[src/rtl/vend_cmd_sched.sv]
// Panel command scheduler: sync, edge-detect, latch, issue one-hot commands.
// Optional debounce filter: define VEND_SCHED_DEBOUNCE_EN.
module vend_cmd_sched #(
  parameter int GAP_CYCLES = 2,
  parameter int DEB_CYCLES = 4
) (
  input  logic       clk,
  input  logic       rst_n,
  input  logic [6:0] btn_in,
  input  logic       core_busy,
  output logic [6:0] cmd_out,
  output logic       cmd_valid,
  output logic [6:0] pending,
  output logic       drop,
  output logic [7:0] drop_cnt
);

  typedef enum logic [1:0] {
    IDLE,
    ISSUE,
    GAP,
    HOLD
  } state_t;

  localparam logic [3:0] GAP_LD = 4'(GAP_CYCLES);
  localparam logic [6:0] PROD_MASK = 7'b0111000;

  state_t     state_q, state_d;
  logic [3:0] gap_q, gap_d;
  logic [6:0] cmd_d;
  logic [6:0] grant;
  logic [6:0] pick;
  logic [6:0] clr;
  logic [6:0] sync1_q, sync2_q;
  logic [6:0] lvl, prev_q, rise;
  logic [6:0] pend_d;
  logic       drop_now;

  always_ff @(posedge clk or negedge rst_n) begin
    if (!rst_n) begin
      sync1_q <= '0;
      sync2_q <= '0;
    end else begin
      sync1_q <= btn_in;
      sync2_q <= sync1_q;
    end
  end

`ifdef VEND_SCHED_DEBOUNCE_EN
  localparam logic [7:0] DEB_LAST = 8'(DEB_CYCLES - 1);

  logic [6:0] deb_q;
  logic [7:0] deb_cnt_q [7];

  // Level follows the input only after DEB_CYCLES consecutive differing samples
  always_ff @(posedge clk or negedge rst_n) begin
    if (!rst_n) begin
      deb_q <= '0;
      for (int i = 0; i < 7; i++) deb_cnt_q[i] <= '0;
    end else begin
      for (int i = 0; i < 7; i++) begin
        if (sync2_q[i] == deb_q[i]) begin
          deb_cnt_q[i] <= '0;
        end else if (deb_cnt_q[i] == DEB_LAST) begin
          deb_q[i]     <= sync2_q[i];
          deb_cnt_q[i] <= '0;
        end else begin
          deb_cnt_q[i] <= deb_cnt_q[i] + 8'd1;
        end
      end
    end
  end

  assign lvl = deb_q;
`else
  logic unused_deb;
  assign unused_deb = ^8'(DEB_CYCLES);
  assign lvl = sync2_q;
`endif

  always_ff @(posedge clk or negedge rst_n) begin
    if (!rst_n) prev_q <= '0;
    else        prev_q <= lvl;
  end

  assign rise = lvl & ~prev_q;

  // Cancel outranks the coins, coins outrank the products
  always_comb begin
    pick = '0;
    priority case (1'b1)
      pending[6]: pick = 7'b1000000;
      pending[0]: pick = 7'b0000001;
      pending[1]: pick = 7'b0000010;
      pending[2]: pick = 7'b0000100;
      pending[3]: pick = 7'b0001000;
      pending[4]: pick = 7'b0010000;
      pending[5]: pick = 7'b0100000;
      default:    pick = '0;
    endcase
  end

  always_comb begin
    state_d = state_q;
    gap_d   = gap_q;
    cmd_d   = '0;
    grant   = '0;
    clr     = '0;
    unique case (state_q)
      IDLE: begin
        if (core_busy) begin
          state_d = HOLD;
        end else if (|pending) begin
          grant   = pick;
          cmd_d   = pick;
          clr     = pick | (pick[6] ? PROD_MASK : 7'b0);
          state_d = ISSUE;
        end
      end
      ISSUE: begin
        state_d = GAP;
        gap_d   = GAP_LD;
      end
      GAP: begin
        gap_d = gap_q - 4'd1;
        if (gap_q <= 4'd1) state_d = IDLE;
      end
      HOLD: begin
        if (!core_busy) state_d = IDLE;
      end
    endcase
  end

  // A new press on a bit being cleared survives: set wins
  assign pend_d   = (pending & ~clr) | rise;
  assign drop_now = |(rise & pending & ~grant);

  always_ff @(posedge clk or negedge rst_n) begin
    if (!rst_n) begin
      state_q  <= IDLE;
      gap_q    <= '0;
      cmd_out  <= '0;
      pending  <= '0;
      drop     <= 1'b0;
      drop_cnt <= '0;
    end else begin
      state_q <= state_d;
      gap_q   <= gap_d;
      cmd_out <= cmd_d;
      pending <= pend_d;
      drop    <= drop_now;
      if (drop_now && drop_cnt != 8'hFF) drop_cnt <= drop_cnt + 8'd1;
    end
  end

  assign cmd_valid = |cmd_out;

endmodule

[config.mk]
export PLATFORM = sky130hd
export DESIGN_NAME = vend_cmd_sched
export DESIGN_NICKNAME = d
export VERILOG_FILES = /design/src/rtl/vend_cmd_sched.sv
export SDC_FILE = /design/constraint.sdc
export NUM_CORES = 1
export LEC_CHECK = 0
export CAP_MARGIN = 5
export CORE_UTILIZATION = 45
export CTS_CLUSTER_SIZE = 25
export DETAILED_ROUTE_END_ITERATION = 12
export MAX_ROUTING_LAYER = met4
export PLACE_DENSITY_LB_ADDON = 0.15
export REMOVE_ABC_BUFFERS = 1
export SLEW_MARGIN = 20
export SYNTH_ARGS = -nofsm -noshare
export SYNTH_HDL_FRONTEND = slang
export SYNTH_SLANG_ARGS = --single-unit
[constraint.sdc]
create_clock -name clk -period 2.2 [get_ports clk]
set_clock_uncertainty 0.15 [all_clocks]
set_input_delay 0.66 -clock clk [delete_from_list [all_inputs] [get_ports clk]]
set_output_delay 0.66 -clock clk [all_outputs]
set_load 0.1 [all_outputs]
; Word level (Yosys, flattened, before mapping)
; Index checks and enable logic that the tools add are counted.
[classes]
addsub = 2
n_lt_le_gt_ge = 1
n_eq_ne = 7
mux = 20
n_bitwise = 9
reduce_logical = 7
[op_table]
columns = cell, n
row1 = 2-to-1 mux 7 bit, 7
row2 = 2-to-1 mux 6 bit, 7
row3 = bitwise AND 7 bit, 4
row4 = inverter 7 bit, 3
row5 = OR reduction 7 bit, 3
row6 = adder 8 x 1 -> 8 bit (second input constant), 1
row7 = 2-to-1 mux 2 bit, 4
row8 = != test 8 bit (second input constant), 1
row9 = one-hot mux 2 bit (4 select lines), 1
row10 = one-hot mux 4 bit (2 select lines), 1
row11 = OR 7 x 6 -> 7 bit, 1
row12 = OR 7 bit, 1
row13 = equality test 2 bit (second input constant), 2
row14 = <= comparator 4 x 1 -> 1 bit (second input constant), 1
row15 = != test 2 bit (second input constant), 2
row16 = subtractor 4 x 1 -> 4 bit (second input constant), 1
row17 = != test 3 bit (second input constant), 1
row18 = AND reduction 3 bit, 1
row19 = equality test 2 x 1 -> 1 bit (second input constant), 1
row20 = zero test 2 bit, 1
row21 = nonzero test 2 bit, 1
row22 = logical AND 1 bit, 1
[totals]
ff_bits = 50
in_bits = 10
output_inout_bits = 24
wordCells = 55

; Depth between registers and ports, before layout
; Gate-level depths: netlist of the first run.
[depth]
depth_word = 15
ltp_mapped = 8
ltp_nobuf = 8

; Worst setup path after synthesis of the first run
; OpenSTA, ideal clock, no wires.
[synth_timing]
kind = flip-flop to flip-flop
startpoint = register pending[6]
endpoint = register drop_cnt[1]
setup_ns = 0.127
t_arrival_ns = 2.390
t_required_ns = 1.923
path_slack_ns = -0.467
stages_incl_launch_ff = 7
n_path_buf = 1
synth_period_minus_slack_ns = 2.667
path_cell_list = dfrtp_1 buf_6 or4b_4 nor3_2 o221a_2 a31oi_4 mux2_4
[synth_via]
elab_chain_len = 8
word_cells_on_any_way = 10
cone_classes = mux: 4 / bitwise: 3 / reduce/logical: 3
[synth_lines]
columns = element, line_no
row1 = "start, declared", 13  ; output logic [6:0] pending,
row2 = "start signal, assigned", 150  ; pending <= pend_d;
row3 = OR reduction 7 bit or 2-to-1 mux 7 bit (tied branches), "113, 91"
row4 = 2-to-1 mux 7 bit, 113  ; end else if (|pending) begin
row5 = 2-to-1 mux 7 bit, 111  ; if (core_busy) begin
row6 = 2-to-1 mux 7 bit, 109  ; unique case (state_q)
row7 = inverter 7 bit, 136  ; assign drop_now = |(rise & pending & ~grant);
row8 = bitwise AND 7 bit *, 136
row9 = OR reduction 7 bit *, 136
row10 = logical AND 1 bit *, 152  ; if (drop_now && drop_cnt != 8'hFF) drop_cnt <= drop_cnt + 8'd1;
row11 = "end signal, assigned", 152
row12 = "end, declared", 15  ; output logic [7:0] drop_cnt
; Mark *: on every way between the ends. The rest lies on a longest branch, timed or not.
; A chain may end at the register's enable or synchronous reset.

; Final worst setup path of the first run
[layout_timing]
startpoint = register state_q[1]
endpoint = register drop_cnt[1]
[layout_via]
elab_chain_len = 6
[layout_lines]
columns = element, line_no
row1 = "start, declared", 28  ; state_t state_q, state_d;
row2 = "start signal, assigned", 147  ; state_q <= state_d;
row3 = zero test 2 bit, 109
row4 = 2-to-1 mux 7 bit, 109
row5 = inverter 7 bit, 136
row6 = bitwise AND 7 bit, 136
row7 = OR reduction 7 bit, 136
row8 = logical AND 1 bit, 152
; Every way passes these cells.

==> results of run 1 <==
[cells in the mapped netlist, drive strengths merged]
| cell | count |
|---|---|
| a21o | 1 |
| a21oi | 3 |
| a2bb2oi | 2 |
| a31oi | 3 |
| and2 | 3 |
| and3 | 4 |
| and4 | 1 |
| buf | 1 |
| dfrtp | 50 |
| ha | 7 |
| inv | 11 |
| mux2 | 1 |
| mux2i | 1 |
| nand2 | 16 |
| nand2b | 3 |
| nand3 | 6 |
| nand3b | 3 |
| nand4 | 3 |
| nor2 | 7 |
| nor2b | 3 |
| nor3 | 5 |
| nor3b | 1 |
| nor4 | 3 |
| o211ai | 1 |
| o21a | 1 |
| o21ai | 12 |
| o221a | 1 |
| o22a | 1 |
| o22ai | 2 |
| or3b | 1 |
| or4 | 1 |
| or4b | 1 |
| xnor2 | 5 |
| xor2 | 1 |
[cell type report]
class	instances	area (um2)	area share (%)
clock buffer	7	86.3	2.91
clock inverter	1	5.00	0.169
inverter	11	41.3	1.39
multi-input combinational	103	771	26.0
sequential	50	1250	42.2
tap	50	62.6	2.11
timing repair buffer	56	746	25.2
[repair_timing]
action                                  CTS  global route
endpoints found under the setup margin    9             9
pin swaps                                 7             8
gates resized for setup                  11             4
hold buffers                              0             0
setup buffers                             2             3
[layer usage]
metal / GRT usage [%] / vias to the layer above / wire, um
li1: - / 701 / -
met1: 23.6 / 724 / 1680
met2: 35.1 / 60 / 2190
met3: 5.26 / 12 / 194
met4: 10.2 / 0 / 115
met5: - / - / 0
[sequential cells by signal (all words and copies together) (netlist names), 2 cells and up]
| name | count |
|---|---|
| cmd_out | 7 |
| drop_cnt | 8 |
| gap_q | 4 |
| lvl | 7 |
| pending | 7 |
| prev_q | 7 |
| state_q | 2 |
| sync1_q | 7 |
[kinds of logic after synthesis]
| logic type | synth area share, % |
|---|---|
| flops | 62.0 |
| buf+inv | 2.60 |
| mux | 1.24 |
| fa+ha+maj | 4.34 |
| compound gates | 10.7 |
| simple gates | 16.5 |
| xor+xnor | 2.60 |
[final timing paths]
kind	from	to	depth (start not counted)
worst max-delay path	state_q[1]$_DFFE_PN0P_	drop_cnt[1]$_DFFE_PN0P_	7
worst min-delay path	rst_n	gap_q[0]$_DFFE_PN0P_	1
worst max register to register	state_q[1]$_DFFE_PN0P_	drop_cnt[1]$_DFFE_PN0P_	7
worst min register to register	sync1_q[0]$_DFF_PN0_	lvl[0]$_DFF_PN0_	0
max in group asynchronous	rst_n	prev_q[2]$_DFF_PN0_	2
min in group clk	sync1_q[0]$_DFF_PN0_	lvl[0]$_DFF_PN0_	0
[power by group through the flow]
stage | registers, uW | clock network (uW) | logic (uW)
after floorplan | 2300 | 0 | 618
after global placement | 1370 | 0 | 2550
after detailed placement | 1390 | 0 | 2620
after CTS | 1370 | 540 | 2710
after global routing | 1400 | 579 | 2870
final | 1380 | 521 | 2740
[critical path, stage by stage, from the launching register on]
cell	delay [ns]
dfrtp_1	0.39
inv_2	0.09
ha_4	0.15
or4b_4	0.52
o21ai_4	0.20
a2bb2oi_4	0.20
a31oi_4	0.14
mux2_4	0.31
[per-stage QoR]
| stage | cell area, um2 | utilization [%] | setup slack [ns] | hold slack [ns] |
|---|---|---|---|---|
| final | 2960 | 71.5 | -0.0562 | 0.178 |
| after global routing | 2960 | 71.5 | -0.114 | 0.210 |
| after CTS | 2930 | 70.6 | -0.101 | 0.194 |
| after detailed placement | 2790 | 67.4 | -0.655 | 0.189 |
| after global placement | 2790 | 67.4 | -0.576 | 0.183 |
| after floorplan | 2010 | - | -0.405 | 0.181 |
==> out/results.ini, run 1 <==
[critical_path]
critPathMaxFanout = 7
cp-start-kind = flop
crit_arrival_ns = 2.29
required_ns = 2.23
critPathKind = reg -> reg
worst_setup_path_end_kind = flop
regToRegSetupSlack_ns = -0.06

[global_routing]
grt_max_degree = 29
grt_antenna_before_repair = 0
grt_pass1_wl_mm = 6.86
globalRouteTotalUtil_pct = 21.1
gr-total-overflow = 0
grt_pass1_vias = 1513

[cells_and_area]
n_antenna_cell = 0
final-instance-count-excl-fill = 278
layout_commonest_cell = dfrtp_1
mostFrequentLayoutCells = 50 x dfrtp_1, 25 x buf_12, 22 x buf_4
drive_above_1_share_pct = 32.0
nNetsFinal = 244
area_growth_pct = 46.7
fillers = 316

[timing]
setup_viol = 2
final.setup.worst_slack_ns = -0.0562
min_period_ns = 2.26
slew_headroom_pct = 65.9
final.period_utilization_pct = 103
rsz0062_at_grt = yes
finalHoldViolations = 0
slew_viol_final = 0
fmaxAchievable_ghz = 0.443
tightest_slew_ns = 0.508
setup_tns_ns = -0.0954

[route]
drt_pass1_iterations = 4
vias = 1497
drc = 0
routed_via_density = 5.38
antenna_left = 0
drt-initial-drc-count = 53
drt-total-wl_mm = 4.18
wl_per_cell_um = 15.0

[synthesis]
yosys.area.top_type = dfrtp_1
ys_types = 39
synthCells = 165
synth_area_per_cell_um2 = 12.2
synth_seq_cells = 50
syn_area_um2 = 2020
synthTopCellsByArea = dfrtp_1 62%, ha_1 4.3%, nand2_1 3.0%, o21ai_0 2.5%, xnor2_1 2.2%
synth_seq_area_share_pct = 62.0
yosys_warnings = 0
yosys.area.top_type_share_pct = 62.0

[pwr]
switching_power_uw = 2180
combPwrFrac_pct = 59.1
internal-power_uw = 2460
max-vdd-ir-drop_uv = 916
seqPwrFrac_pct = 29.7
power_uw = 4640
clkPwrFrac_pct = 11.2
switching_share_pct = 47.0
p_per_area_nw_per_um2 = 1560
p_leak_uw = 0.00137

[die]
ioPinCount = 34
start_util_pct = 48.7
core_um2 = 4140
die_area_um2 = 4760
die_x_um = 69.0
num_rows = 23
die_h_um = 69.0

[job]
maxCapViolCount = 0

[placement]
io_buffers = 33
routabilityCongestion = 0.856
dp.cells = 266
dp_hpwl_mm = 3.16

[cts]
numCtsBuffers = 5
cts_tree = built
clk_latency_ns = 0.29
ctsHtreeMaxLevel = 2
clk_pin_slew_ns = 0.08
cts-root-buf = clkbuf_8
cts_sinks = 50
clockBufferDepth = 2

[status]
status = finished, violations left
violations = setup timing

[hold_path]
hold_path.class = in -> async

Power figures use the tool's default switching activity.
==> inputs of run 2 (changes only) <==
--- a/config.mk
+++ b/config.mk
@@ -10,7 +10,7 @@
 export CTS_CLUSTER_SIZE = 25
 export DETAILED_ROUTE_END_ITERATION = 12
 export MAX_ROUTING_LAYER = met4
-export PLACE_DENSITY_LB_ADDON = 0.15
+export PLACE_DENSITY = 0.76
 export REMOVE_ABC_BUFFERS = 1
 export SLEW_MARGIN = 20
 export SYNTH_ARGS = -nofsm -noshare
==> run 2 against run 1 <==
  * The flow still finishes with violations (setup timing)
  * Maximum frequency is 0.23% higher
  * Routed wire length is 7.1% lower
  * Final cell count is 1.8% lower
  * Critical path depth unchanged
  * Sequential power about the same
  * Final area fell by 2.2%
  * Count of clock-buffer cells in the layout unchanged
  * Clock power grew 2%
  * Register-to-register slack about the same
  * Non-clock buffer count decreased by 5
  * First-iteration DRC count increased by 7.5%
  * Highest routed layer unchanged
==> out/results.ini, run 2 (synthesis gave the netlist of run 1 again) <==
[status]
status = finished, violations left
violations = setup timing

[cts]
ctsHtreeMaxLevel = 2
cts-root-buf = clkbuf_8
cts_sinks = 50
numCtsBuffers = 5
ctsHoldBuffers = 0
clk_pin_slew_ns = 0.09
cts_tree = built
clk_latency_ns = 0.30
clockBufferDepth = 2

[cells_and_area]
drive_above_1_share_pct = 29.1
top_register = drop_cnt
n_antenna_cell = 0
largest_reg_flops = 8
layout_commonest_cell = dfrtp_1
nNetsFinal = 239
area_growth_pct = 43.6
mostFrequentLayoutCells = 50 x dfrtp_1, 24 x buf_12, 18 x buf_4
final_util_pct = 70.0

[die]
start_util_pct = 48.7
die_h_um = 69.0
die_x_um = 69.0
num_rows = 23
ioPinCount = 34
die_area_um2 = 4760
core_um2 = 4140

[timing]
slew_viol_final = 0
final.setup.worst_slack_ns = -0.0509
final.period_utilization_pct = 102
setup_tns_ns = -0.0541
fmaxAchievable_ghz = 0.444
rsz0062_at_grt = yes
setup_viol = 2
tightest_slew_ns = 0.607
min_period_ns = 2.25
slew_headroom_pct = 59.5
finalHoldViolations = 0
hold_ws_ns = 0.201

[hold_path]
hold_depth = 0
hold_path.class = reg -> reg

[route]
antenna_left = 0
wl_per_cell_um = 14.2
drt-total-wl_mm = 3.88
vias = 1457
routed_via_density = 5.34
drt-initial-drc-count = 57
drc = 0
drt_pass1_iterations = 6

[placement]
io_buffers = 33
routabilityCongestion = 0.862
dp_hpwl_mm = 2.86
place_ws_ns = -0.710

[critical_path]
worst_setup_path_end_kind = flop
cp-start-kind = flop
critPathKind = reg -> reg
crit_arrival_ns = 2.30
reg2reg_depth = 7
required_ns = 2.24
critPathMaxFanout = 7

[global_routing]
grt_max_degree = 51
grt_antenna_before_repair = 0
grt_pass1_wl_mm = 6.33
gr-total-overflow = 0
globalRouteTotalUtil_pct = 18.7
grt_pass1_vias = 1441

[job]
maxCapViolCount = 0

[pwr]
max-vdd-ir-drop_uv = 725
p_leak_uw = 0.00133
p_per_area_nw_per_um2 = 1580

==> run 2: stage by stage <==
step                      total power, uW  cell area, um2  std cells
after floorplan                      2920            2010        164
after global placement               3890            2760        264
after detailed placement             3990            2760        264
after CTS                            4580            2880        273
after global routing                 4800            2900        273
final                                4590            2900        273
==> run 2: repair_timing <==
item / 4_1_cts / 5_1_grt
setup endpoints to repair: 9 / 9
buffers inserted: 1 / 0
gates cloned: 0 / 0
gates resized for setup: 9 / 3
pin swaps: 5 / 3
==> run 2: cell type report <==
| cell class | instances | area, um2 |
|---|---|---|
| clock inverters | 1 | 5.00 |
| inverters | 11 | 41.3 |
| clock buffers | 7 | 86.3 |
| multi-input cells | 103 | 757 |
| repair buffers | 51 | 696 |
| fillers | 276 | 1240 |
| well taps | 50 | 62.6 |
| flip-flops and latches | 50 | 1250 |
==> run 2: layer usage <==
metal | wire, um | vias to the layer above | GRT usage, %
met1 | 1640 | 706 | 21.8
met4 | 110 | 0 | 8.93
met3 | 159 | 15 | 3.29
met5 | 0 | - | -
met2 | 1970 | 48 | 31.3
li1 | - | 688 | -
==> run 2: worst max-delay path: stages (launching register included) <==
cell	delay, ns
dfrtp_1	0.40
inv_2	0.09
ha_4	0.15
or4b_4	0.52
o21ai_4	0.19
a2bb2oi_4	0.18
a31oi_4	0.14
mux2_4	0.32
==> run 2: power breakdown <==
| part | internal (uW) | total [uW] | leakage, uW | switching [uW] |
|---|---|---|---|---|
| combinational | 1040 | 2680 | 0.000697 | 1630 |
| clock | 254 | 533 | 0.0000482 | 279 |
| sequential | 1120 | 1380 | 0.000589 | 265 |
| total | 2410 | 4590 | 0.00133 | 2180 |
==> run 2: final timing paths <==
| check | startpoint | to | slack (ns) |
|---|---|---|---|
| worst max-delay path | state_q[0]$_DFFE_PN0P_ | drop_cnt[1]$_DFFE_PN0P_ | -0.05 |
| worst min-delay path | sync1_q[2]$_DFF_PN0_ | lvl[2]$_DFF_PN0_ | 0.20 |
| worst max register to register | state_q[0]$_DFFE_PN0P_ | drop_cnt[1]$_DFFE_PN0P_ | -0.05 |
| worst min register to register | sync1_q[2]$_DFF_PN0_ | lvl[2]$_DFF_PN0_ | 0.20 |
| max in group asynchronous | rst_n | sync1_q[4]$_DFF_PN0_ | 1.19 |
| min in group asynchronous | rst_n | state_q[0]$_DFFE_PN0P_ | 0.29 |
==> inputs of run 3 (changes only) <==
--- a/config.mk
+++ b/config.mk
@@ -6,6 +6,7 @@
 export NUM_CORES = 1
 export LEC_CHECK = 0
 export CAP_MARGIN = 5
+export CORE_MARGIN = 8
 export CORE_UTILIZATION = 45
 export CTS_CLUSTER_SIZE = 25
 export DETAILED_ROUTE_END_ITERATION = 12
==> run 3 against run 2 <==
  * The flow still finishes with violations (setup timing)
  * Final area up 2.4%
  * Final cell count up 2.6%
  * Register-to-register slack about the same
  * Critical endpoint unchanged
  * Count of clock-buffer cells in the layout unchanged
  * Die area up 45%
  * Combinational power up 2%
  * Worst setup slack worse by 0.011 ns
  * Non-clock buffer count up 5
  * Clock power up 9.8%
  * Via count up 0.69%
==> out/results.ini, run 3 (synthesis gave the netlist of run 1 again) <==
[timing]
setup_viol = 1
rsz0062_at_grt = yes
setup_tns_ns = -0.0622
slew_viol_final = 0
fmaxAchievable_ghz = 0.442
min_period_ns = 2.26
final.period_utilization_pct = 103
slew_headroom_pct = 65.0
final.setup.worst_slack_ns = -0.0622
finalHoldViolations = 0
tightest_slew_ns = 0.520

[global_routing]
grt_antenna_before_repair = 0
grt_pass1_wl_mm = 7.60
grt_pass1_vias = 1621
grt_max_degree = 51
gr-total-overflow = 0
globalRouteTotalUtil_pct = 13.7

[cells_and_area]
area_growth_pct = 47.0
mostFrequentLayoutCells = 50 x dfrtp_1, 25 x buf_12, 22 x buf_4
n_antenna_cell = 0
drive_above_1_share_pct = 31.1
largest_reg_flops = 8
top_register = drop_cnt
nNetsFinal = 244
final_util_pct = 68.2
layout_commonest_cell = dfrtp_1

[route]
drt-total-wl_mm = 4.43
routed_via_density = 5.24
drt-initial-drc-count = 112
vias = 1467
antenna_left = 0
drt_pass1_iterations = 4
wl_per_cell_um = 15.8
drc = 0

[cts]
cts_sinks = 50
ctsHoldBuffers = 0
clockBufferDepth = 2
cts_tree = built
clk_pin_slew_ns = 0.10
numCtsBuffers = 5
ctsHtreeMaxLevel = 2
clk_latency_ns = 0.31
cts-root-buf = clkbuf_8

[die]
num_rows = 24
ioPinCount = 34
die_area_um2 = 6890
die_x_um = 83.0
start_util_pct = 46.4
die_h_um = 83.0
core_um2 = 4350

[pwr]
p_per_area_nw_per_um2 = 1580
max-vdd-ir-drop_uv = 773
p_leak_uw = 0.00136

[critical_path]
critPathKind = reg -> reg
worst_setup_path_end_kind = flop
crit_arrival_ns = 2.31
critPathMaxFanout = 7
startpoint = state_q[1]$_DFFE_PN0P_
cp-start-kind = flop
reg2reg_from = state_q[1]$_DFFE_PN0P_
required_ns = 2.25

[status]
status = finished, violations left
violations = setup timing

[hold_path]
hold_path.class = in -> async

[placement]
io_buffers = 33
dp_hpwl_mm = 3.13
place_ws_ns = -0.644
routabilityCongestion = 0.823

[job]
maxCapViolCount = 0

run 3: changes by cell type in the layout (fill, tap and decap cells not counted):
| cell | delta |
|---|---|
| nor4_1 | +1 |
| buf_12 | +1 |
| a31oi_1 | -1 |
| clkbuf_1 | -1 |
| xnor2_2 | -1 |
| buf_4 | +4 |
| clkinv_4 | +1 |
| nor4_2 | -1 |
| nor2_1 | -1 |
| a31oi_4 | +1 |
| clkbuf_8 | +1 |
| nor2_2 | +1 |
| xnor2_1 | +1 |
| clkinv_2 | -1 |
run 3: path summary, 6_finish.rpt:
check                                                to  slack (ns)  cells past startpoint
min in group clk                       lvl[2]$_DFF_PN0_        0.20                      0
worst min register to register         lvl[2]$_DFF_PN0_        0.20                      0
worst max-delay path            drop_cnt[1]$_DFFE_PN0P_       -0.06                      7
max in group asynchronous              lvl[1]$_DFF_PN0_        1.50                      2
worst max register to register  drop_cnt[1]$_DFFE_PN0P_       -0.06                      7
worst min-delay path               cmd_out[1]$_DFF_PN0_        0.17                      2
run 3: per-layer routing:
layer  global-route usage [%]  up-vias  part of all wire [%]
met5                        -        -                     0
met4                     6.71        0                   1.8
met3                     4.69        9                   5.3
met2                     22.3       51                    51
met1                     14.6      712                    42
li1                         -      695                     -
run 3: per-stage QoR:
step	power [uW]	hold slack, ns	cell area (um2)	cells
final	4700	0.172	2970	280
after floorplan	2920	0.181	2010	164
after global placement	3930	0.181	2790	267
after global routing	4890	0.193	2970	280
after CTS	4680	0.185	2960	279
after detailed placement	3990	0.186	2790	267
run 3: cell type report:
type                       instances  area (um2)
inverter                          11        41.3
timing repair buffer              56         746
fill                             285        1390
sequential                        50        1250
tap                               52        65.1
clock buffer                       7        96.3
clock inverter                     1        8.76
multi-input combinational        103         761
run 3: where the power goes:
part	switching, uW	internal (uW)	total [uW]	leakage (uW)
combinational	1660	1070	2730	0.000718
clock	296	288	585	0.0000544
sequential	265	1120	1380	0.000589
run 3: timing repair:
item	in CTS	in global routing
resized for setup	12	1
buffers inserted	4	1
pin swaps	8	7
setup endpoints to repair	8	8
hold endpoints to repair	0	0
run 3: critical path: stages, from the launching register on:
cell,delay [ns]
dfrtp_1,0.40
inv_2,0.08
ha_4,0.14
or4b_4,0.52
nor3_4,0.18
o221a_4,0.23
a31oi_4,0.14
mux2_4,0.32
